[config.mk]
export PLATFORM = sky130hd
export DESIGN_NAME = de_port_arbiter_flat
export DESIGN_NICKNAME = d
export VERILOG_FILES = /design/src/rtl/de_port_arbiter_if.sv /design/src/rtl/de_port_arbiter.sv /design/src/flat_wrapper.sv
export SDC_FILE = /design/constraint.sdc
export NUM_CORES = 1
export LEC_CHECK = 0
export BUFFER_PORTS_ARGS = -buffer_cell sky130_fd_sc_hd__buf_2
export CORE_AREA = 2 2 104 106
export CTS_BUF_LIST = sky130_fd_sc_hd__clkbuf_2 sky130_fd_sc_hd__clkbuf_4 sky130_fd_sc_hd__clkbuf_8
export DETAILED_ROUTE_END_ITERATION = 16
export DIE_AREA = 0 0 106 108
export SLEW_MARGIN = 15
export SYNTH_ARGS = -nofsm -noshare
export SYNTH_HDL_FRONTEND = slang
export SYNTH_SLANG_ARGS = --single-unit
[constraint.sdc]
create_clock -name clk -period 3.1 [get_ports clk]
set_clock_uncertainty 0.05 [all_clocks]
set_input_delay 0.31 -clock clk [delete_from_list [all_inputs] [get_ports clk]]
set_output_delay 0.31 -clock clk [all_outputs]
set_load 0.005 [all_outputs]
[src/rtl/de_port_arbiter_if.sv]
// One drawing-engine port: request/ack handshake, muxed address/control, both data paths.
// The master side drives the transfer fields; the slave side returns ack and read data.
interface de_port_arbiter_if #(
    parameter int ADDR_W = 18,
    parameter int DATA_W = 32
);
    logic              req;
    logic              ack;
    logic [ADDR_W-1:0] addr;
    logic [3:0]        nbyte;
    logic              rnw;
    logic [DATA_W-1:0] w_data;
    logic [DATA_W-1:0] r_data;

    modport master (
        output req, addr, nbyte, rnw, w_data,
        input  ack, r_data
    );

    modport slave (
        input  req, addr, nbyte, rnw, w_data,
        output ack, r_data
    );
endinterface

[src/rtl/de_port_arbiter.sv]
// Purpose: two-master round-robin arbiter for the frame-store drawing-engine port.
// Latency: de_req follows a request from idle after 1 cycle; G0<->G1 handover has no dead cycle.
// Backpressure: masters hold req until their own ack; the owner yields after HOLD_MAX acks if the other waits.
module de_port_arbiter #(
    parameter int ADDR_W   = 18,
    parameter int DATA_W   = 32,
    parameter int HOLD_MAX = 16
) (
    input  logic                clk,
    input  logic                rst,
    de_port_arbiter_if.slave    m0,
    de_port_arbiter_if.slave    m1,
    de_port_arbiter_if.master   de,
    output logic [1:0]          grant
);

    typedef enum logic [1:0] {
        IDLE = 2'd0,
        G0   = 2'd1,
        G1   = 2'd2
    } state_t;

    localparam logic [8:0] HOLD_LIM = 9'(HOLD_MAX);

    state_t     state;
    state_t     state_nxt;
    logic       last;       // 1: master 1 was granted most recently
    logic [7:0] hold_cnt;
    logic       hold_done;

    assign hold_done = (({1'b0, hold_cnt} + 9'd1) == HOLD_LIM);

    always_ff @(posedge clk or posedge rst) begin
        if (rst) begin
            state    <= IDLE;
            last     <= 1'b1;
            hold_cnt <= 8'd0;
        end else begin
            state <= state_nxt;
            if (state_nxt != state) begin
                hold_cnt <= 8'd0;
                if (state_nxt != IDLE) begin
                    last <= (state_nxt == G1);
                end
            end else if (state != IDLE && de.ack && hold_cnt != 8'hFF) begin
                hold_cnt <= hold_cnt + 8'd1;
            end
        end
    end

    always_comb begin
        state_nxt = state;
        unique case (state)
            IDLE: begin
                if (m0.req && m1.req) begin
                    state_nxt = last ? G0 : G1;
                end else if (m0.req) begin
                    state_nxt = G0;
                end else if (m1.req) begin
                    state_nxt = G1;
                end
            end
            G0: begin
                if (!m0.req) begin
                    state_nxt = m1.req ? G1 : IDLE;
                end else if (de.ack && m1.req && hold_done) begin
                    state_nxt = G1;
                end
            end
            G1: begin
                if (!m1.req) begin
                    state_nxt = m0.req ? G0 : IDLE;
                end else if (de.ack && m0.req && hold_done) begin
                    state_nxt = G0;
                end
            end
            default: state_nxt = IDLE;
        endcase
    end

    // Output mux is purely a function of the registered owner, so reset idles it at once.
    always_comb begin
        de.req    = 1'b0;
        de.addr   = {ADDR_W{1'b0}};
        de.nbyte  = 4'hF;
        de.rnw    = 1'b1;
        de.w_data = {DATA_W{1'b0}};
        unique case (state)
            G0: begin
                de.req    = m0.req;
                de.addr   = m0.addr;
                de.nbyte  = m0.nbyte;
                de.rnw    = m0.rnw;
                de.w_data = m0.w_data;
            end
            G1: begin
                de.req    = m1.req;
                de.addr   = m1.addr;
                de.nbyte  = m1.nbyte;
                de.rnw    = m1.rnw;
                de.w_data = m1.w_data;
            end
            default: ;
        endcase
    end

    assign m0.ack    = de.ack & (state == G0);
    assign m1.ack    = de.ack & (state == G1);
    assign m0.r_data = de.r_data;
    assign m1.r_data = de.r_data;
    assign grant     = {state == G1, state == G0};

endmodule

[src/flat_wrapper.sv]
// flat-port wrapper written by rule: the top's interface ports become plain ports
module de_port_arbiter_flat 
#(
    parameter int ADDR_W   = 18,
    parameter int DATA_W   = 32,
    parameter int HOLD_MAX = 16
)
  (clk, rst, grant, m0_req, m0_addr, m0_nbyte, m0_rnw, m0_w_data, m0_ack, m0_r_data, m1_req, m1_addr, m1_nbyte, m1_rnw, m1_w_data, m1_ack, m1_r_data, de_req, de_addr, de_nbyte, de_rnw, de_w_data, de_ack, de_r_data);
  de_port_arbiter_if #(.ADDR_W(ADDR_W), .DATA_W(DATA_W)) m0_i ();
  de_port_arbiter_if #(.ADDR_W(ADDR_W), .DATA_W(DATA_W)) m1_i ();
  de_port_arbiter_if #(.ADDR_W(ADDR_W), .DATA_W(DATA_W)) de_i ();
  input  logic clk;
  input  logic rst;
  output logic [1:0] grant;
  input wire logic [$bits(m0_i.req)-1:0] m0_req;
  input wire logic [$bits(m0_i.addr)-1:0] m0_addr;
  input wire logic [$bits(m0_i.nbyte)-1:0] m0_nbyte;
  input wire logic [$bits(m0_i.rnw)-1:0] m0_rnw;
  input wire logic [$bits(m0_i.w_data)-1:0] m0_w_data;
  output wire logic [$bits(m0_i.ack)-1:0] m0_ack;
  output wire logic [$bits(m0_i.r_data)-1:0] m0_r_data;
  input wire logic [$bits(m1_i.req)-1:0] m1_req;
  input wire logic [$bits(m1_i.addr)-1:0] m1_addr;
  input wire logic [$bits(m1_i.nbyte)-1:0] m1_nbyte;
  input wire logic [$bits(m1_i.rnw)-1:0] m1_rnw;
  input wire logic [$bits(m1_i.w_data)-1:0] m1_w_data;
  output wire logic [$bits(m1_i.ack)-1:0] m1_ack;
  output wire logic [$bits(m1_i.r_data)-1:0] m1_r_data;
  output wire logic [$bits(de_i.req)-1:0] de_req;
  output wire logic [$bits(de_i.addr)-1:0] de_addr;
  output wire logic [$bits(de_i.nbyte)-1:0] de_nbyte;
  output wire logic [$bits(de_i.rnw)-1:0] de_rnw;
  output wire logic [$bits(de_i.w_data)-1:0] de_w_data;
  input wire logic [$bits(de_i.ack)-1:0] de_ack;
  input wire logic [$bits(de_i.r_data)-1:0] de_r_data;
  assign m0_i.req = m0_req;
  assign m0_i.addr = m0_addr;
  assign m0_i.nbyte = m0_nbyte;
  assign m0_i.rnw = m0_rnw;
  assign m0_i.w_data = m0_w_data;
  assign m0_ack = m0_i.ack;
  assign m0_r_data = m0_i.r_data;
  assign m1_i.req = m1_req;
  assign m1_i.addr = m1_addr;
  assign m1_i.nbyte = m1_nbyte;
  assign m1_i.rnw = m1_rnw;
  assign m1_i.w_data = m1_w_data;
  assign m1_ack = m1_i.ack;
  assign m1_r_data = m1_i.r_data;
  assign de_req = de_i.req;
  assign de_addr = de_i.addr;
  assign de_nbyte = de_i.nbyte;
  assign de_rnw = de_i.rnw;
  assign de_w_data = de_i.w_data;
  assign de_i.ack = de_ack;
  assign de_i.r_data = de_r_data;
  de_port_arbiter #(.ADDR_W(ADDR_W), .DATA_W(DATA_W), .HOLD_MAX(HOLD_MAX)) u_core (.clk(clk), .rst(rst), .m0(m0_i), .m1(m1_i), .de(de_i), .grant(grant));
endmodule
== Word-level counts from Yosys, hierarchy flattened ==
Cells that the tools add are included.

* $add $sub $neg: 2
* $mul: 0
* Div/mod/pow operators: 0
* Order comparisons: 0
* Equal/unequal tests: 6
* Shifts and indexed selects: 0
* Mux-type cells: 18
* Bitwise operators: 2
* Reduce and logical (&&, ||, !) cells: 12

{| class="wikitable"
|+ Operators with widths
! kind !! count
|-
| case mux 32 bit (2 select lines) || 1
|-
| case mux 18 bit (2 select lines) || 1
|-
| 2-to-1 mux 2 bit || 9
|-
| 2-to-1 mux 8 bit || 2
|-
| adder 8 x 1 -> 9 bit, second input constant || 1
|-
| == test 9 x 5 -> 1 bit, second input constant || 1
|-
| adder 8 x 1 -> 8 bit, second input constant || 1
|-
| != test 8 bit, second input constant || 1
|-
| case mux 4 bit (2 select lines) || 1
|-
| logical AND 1 bit || 7
|-
| case mux 2 bit (3 select lines) || 1
|-
| nonzero test 2 bit || 3
|-
| == test 2 bit, second input constant || 2
|-
| case mux 1 bit (2 select lines) || 2
|-
| bitwise AND 1 bit || 2
|-
| == test 2 x 1 -> 1 bit, second input constant || 1
|-
| zero test 2 bit || 1
|-
| != test 2 bit || 1
|-
| AND reduction 2 bit || 1
|-
| 2-to-1 mux 1 bit || 1
|}

* Register bits after elaboration: 11
* Bits in latches: 0
* Memory bits (writable): 0
* Bits in read-only memories: 0
* Input bits: 147
* Output and inout bits: 124
* Word-level logic and storage cells: 43
* Memories kept: 0

== Depth between registers and ports, before layout ==
* Word-level depth: 8
* Mapped depth: 8
* Mapped depth without buffers: 8

== Worst setup path before layout ==
Ideal clock, no wire load.

* Kind: flip-flop to flip-flop
* Start point: register u_core.hold_cnt[0]
* End point: register u_core.hold_cnt[0]
* Library setup time: 143 ps
* Arrival time: 1847 ps
* Required time: 2907 ps
* Slack: 1059 ps
* Stages on the path, launching flop included: 8
* Path buffers: 0
* Clock period less this slack: 2041 ps
* Path through: dfrtp_1 -> ha_1 -> nand2_2 -> nor4b_4 -> o2111ai_1 -> a211o_2 -> xnor2_2 -> nor3_1

* Longest elaborated chain between the ends: 8
* Elaborated cells between the ends (all ways): 16
* Those cells by class: add/sub: 2; eq/ne: 3; mux: 7; reduce/logical: 4

{| class="wikitable"
|+ RTL lines
! item !! line !! text
|-
| start: declaration || de_port_arbiter.sv:28 || <nowiki>logic [7:0] hold_cnt;</nowiki>
|-
| start signal: assignment || de_port_arbiter.sv:46 || <nowiki>hold_cnt <= hold_cnt + 8'd1;</nowiki>
|-
| adder 8 x 1 -> 9 bit * || de_port_arbiter.sv:31 || <nowiki>assign hold_done = (({1'b0, hold_cnt} + 9'd1) == HOLD_LIM);</nowiki>
|-
| == test 9 x 5 -> 1 bit * || de_port_arbiter.sv:31 ||
|-
| logical AND 1 bit, on equally long branches || de_port_arbiter.sv:73, de_port_arbiter.sv:66 ||
|-
| 2-to-1 mux 2 bit, on equally long branches || de_port_arbiter.sv:73, de_port_arbiter.sv:66 ||
|-
| 2-to-1 mux 2 bit, on equally long branches || de_port_arbiter.sv:71, de_port_arbiter.sv:64 ||
|-
| case mux 2 bit (3 select lines) * || de_port_arbiter.sv:53 || <nowiki>unique case (state)</nowiki>
|-
| net u_core.state_nxt[1] || de_port_arbiter.sv:26 || <nowiki>state_t state_nxt;</nowiki>
|-
| != test 2 bit * || de_port_arbiter.sv:40 || <nowiki>if (state_nxt != state) begin</nowiki>
|-
| 2-to-1 mux 8 bit / nonzero test 2 bit (equally long branches) || - ||
|}

The timed path passes the listed nets; every way through them passes the cells marked *. The select of a mux whose other input is x is not followed.
A chain may end at the register's enable or synchronous reset.

== Worst setup path in the final report ==
* Start point: register u_core.state[0]
* End point: output port de_w_data[10]

* Longest elaborated chain between the ends: 2
* Elaborated cells between the ends (all ways): 3
* Those cells by class: eq/ne: 2; mux: 1

{| class="wikitable"
|+ RTL lines
! item !! line !! text
|-
| start: declaration || de_port_arbiter.sv:25 || <nowiki>state_t state;</nowiki>
|-
| start signal: assignment || de_port_arbiter.sv:39 || <nowiki>state <= state_nxt;</nowiki>
|-
| == test 2 bit / == test 2 x 1 -> 1 bit (equally long branches) || de_port_arbiter.sv:88 || <nowiki>unique case (state)</nowiki>
|-
| case mux 32 bit (2 select lines) * || de_port_arbiter.sv:88 ||
|-
| end: declaration || flat_wrapper.sv:33 || <nowiki>output wire logic [$bits(de_i.w_data)-1:0] de_w_data;</nowiki>
|}

Every way passes the cells marked *; elsewhere a longest branch is shown, timed or not.

==> impl_results.md <==
* Status: complete, no violations
* Hold buffer count at cts at 0
* CTS Buf Count at 3
* Placed cells at approximately 510
* Yosys reg bits at 11
* Crit path from: u_core.state[0]
* GRT busiest layer: met2
* Fin crit share at 84.50%
* Layout Area Growth over Synthesis at 25.10%
* Top cells by area, synth: buf_4, a22oi_1, nor2b_1, dfrtp_1, ha_1
* Final ANT Viol Nets at 0
* Die Width at 106 µm
* Hold crit path type: in2async
* Initial drt markers at 120
* Net Count, Synth at 436
* Post-synth top area cell: buf_4
* Root Driver: clkbuf_8
* Via count at 2394
* CTS max path bufs at 2
* Yosys warning total at 0
* Die height at 108 µm
* DRC viols at 0
* Core area at 10230 µm²
* Final TNS setup at 0 ns
* CP Max Fanout at 30
* Reg2reg start: u_core.state[0]
* CTS Sinks at 11
* PD cells at ~720 nW/µm²
* Starting Density at 21.54%
* Setup bufs post-CTS at 0
* Slew @ Worst Pin at between 0.5 and 0.6 ns
* Die area at 11450 µm²
* Crit. End Element: output pin
* Kind of critical path: reg2out
* First-pass GRT wire length at between 10 and 15 mm
* GRT Residual Overflow at 0
* Routed Wire Length at 8.264 mm
* Static leakage at ~1.4 nW
* Pin count of the biggest net entering global routing at 31
* Yosys top cell area share at a little over a fifth
* Post-synthesis instance area at 2203 µm²
* Nets at approximately 540
* Count of final hold-check violations at 0
* Vias per cell at 4.613
* Timing-limited maximum frequency at between 300 and 400 MHz
* Detail Placement HPWL at between 6 and 7 mm
* Ys async rst share at 100.0%
* Reg2reg path depth at 8
* Layout cells sized above 1 at approximately 51%
* Synth Flop Type: dfrtp_1
* H-tree Lvls at 1
* Drt pass-1 iters at 4
* Post-CTS Resized at 0
* PortBufs at 174
* Syn_area_per_cell at just under 8 µm²
* Grt met3 use at approximately 5%
* Number of core rows at 37
* Avg WL per Cell at between 15 and 20 µm
* Worst skew pair latency at 0.23 ns
* Vias in the first global route at 2364
* Non-filler cells, final at 519
* Placer Congestion at 0.8075
* Max-slew headroom at 61.17%
* Ports at 271
* Initial antenna violation count at 1
* Worst endpoint required time at ~2.7 ns
* GR Util met1 at 15.99%
* CTS tree: yes
* Synth unique cells at 38
* Clk pin slew, worst setup/hold paths at 0.05 ns
* Pins over their slew limit at 0
* RSZ-0062 raised after global routing: false
* # setup viols final at 0
* Fin crit period at 2.619 ns
* Global Route Usage Sum at between 10% and 20%
* MaxCap Viol Count at 0
* Synthesized instance count at 284
* Worst hold slack at 0.009539 ns
* Startpoint class of the critical path: flop
* Crit path DAT at 2.26 ns
* Met2 usage at 24.15%
* Maximum VDD drop at 0.0001972 V
* Post-synthesis sequential area ratio at 12.55%
* EDFF count, synth at 0
==> critical path: stages (launching register included) <==
cell and delay (ns):
dfrtp_1 0.47, inv_1 0.12, ha_2 0.54, buf_4 0.39, a22oi_1 0.15, nor2b_1 0.19
buf_2 0.15
==> synth_stat cells, types with 2 or more instances <==
master / number
buf_4: 64
a22oi_1: 56
nor2b_1: 56
clkbuf_1: 13
dfrtp_1: 10
nor3_1: 8
nand2_1: 7
nand3_1: 7
and2_1: 5
buf_1: 5
ha_1: 5
xor2_1: 5
inv_1: 4
buf_6: 3
mux2i_1: 3
nand4_1: 3
a21oi_1: 2
and3_1: 2
nor4b_4: 2
o2111a_1: 2
o2111ai_1: 2
o211ai_1: 2
o21ai_0: 2
xnor2_1: 2
==> flip-flops by register name, indices dropped and copies added (netlist names) <==
name and flops:
u_core.last 1, u_core.state 2, u_core.hold_cnt 8
==> power by group <==
part	leakage [nW]	switching, mW	internal, mW
clock	0.0262	0.0478	0.0985
combinational	1.20	0.849	0.763
sequential	0.147	0.0405	0.174
total	1.37	0.937	1.04
==> stage by stage <==
| stage | total power, mW | area (µm²) | utilization [%] | worst slack [ns] |
|---|---|---|---|---|
| 5_1_grt | 2.175 | 2754 | 26.92 | 0.3048 |
| 2_1_floorplan | 1.331 | 2203 | - | 1.059 |
| 4_1_cts | 1.998 | 2754 | 26.92 | 0.4302 |
| 6_report | 1.972 | 2756 | 26.94 | 0.4805 |
| 3_3_place_gp | 1.817 | 2705 | 26.44 | 0.7105 |
| 3_5_place_dp | 1.835 | 2705 | 26.44 | 0.6374 |
==> cells by family after synthesis <==
kind of cell	after synthesis	synth area share, %
and+or+nand+nor	98	28.28
adders and majority gates	5	2.839
buffers and inverters	89	27.09
AOI/OAI and AO/OA	69	23.85
muxes	4	1.874
xor gates and xnor gates	8	3.521
DFF	11	12.55
==> layout by cell type, fill, tap and decap left out, types with 2 or more instances in the layout <==
master	Yosys	routed
nand2_1	7	7
xor2_1	5	5
a21oi_1	2	2
xnor2_1	2	2
a22oi_1	56	56
dfrtp_1	10	10
o21ai_0	2	2
o211ai_1	2	2
and3_1	2	2
inv_1	4	4
buf_2	0	174
nand4_1	3	3
ha_2	0	2
nor4b_4	2	2
nor3_1	8	8
clkbuf_8	0	3
mux2i_1	3	3
o2111ai_1	2	2
and2_1	5	5
buf_4	64	5
nand3_1	7	7
nor2b_1	56	56
ha_1	5	3
o2111a_1	2	2
==> metal layers <==
metal  vias to the layer above  routed length, µm
li1                       1136                  -
met1                      1112               3345
met2                       138               4010
met3                         6                879
met4                         2                 18
met5                         -                 11
==> cell type report <==
cell class | instances | area (µm²)
inverters | 4 | 15.01
fillers | 1126 | 7475
diodes | 1 | 2.502
clock buffers | 4 | 48.80
flip-flops and latches | 11 | 276.5
well taps | 136 | 170.2
multi-input cells | 184 | 1335
repair buffers | 179 | 908.4
==> final timing paths <==
check	slack, ns	endpoint
worst max register to register	0.65	u_core.hold_cnt[4]
max in group asynchronous	2.67	u_core.last
min in group clk	0.48	u_core.state[0]
worst min-delay path	0.01	u_core.hold_cnt[3]
worst min register to register	0.50	u_core.last
worst max-delay path	0.48	de_w_data[10]
No activity file was read; power rests on OpenSTA's default activity.
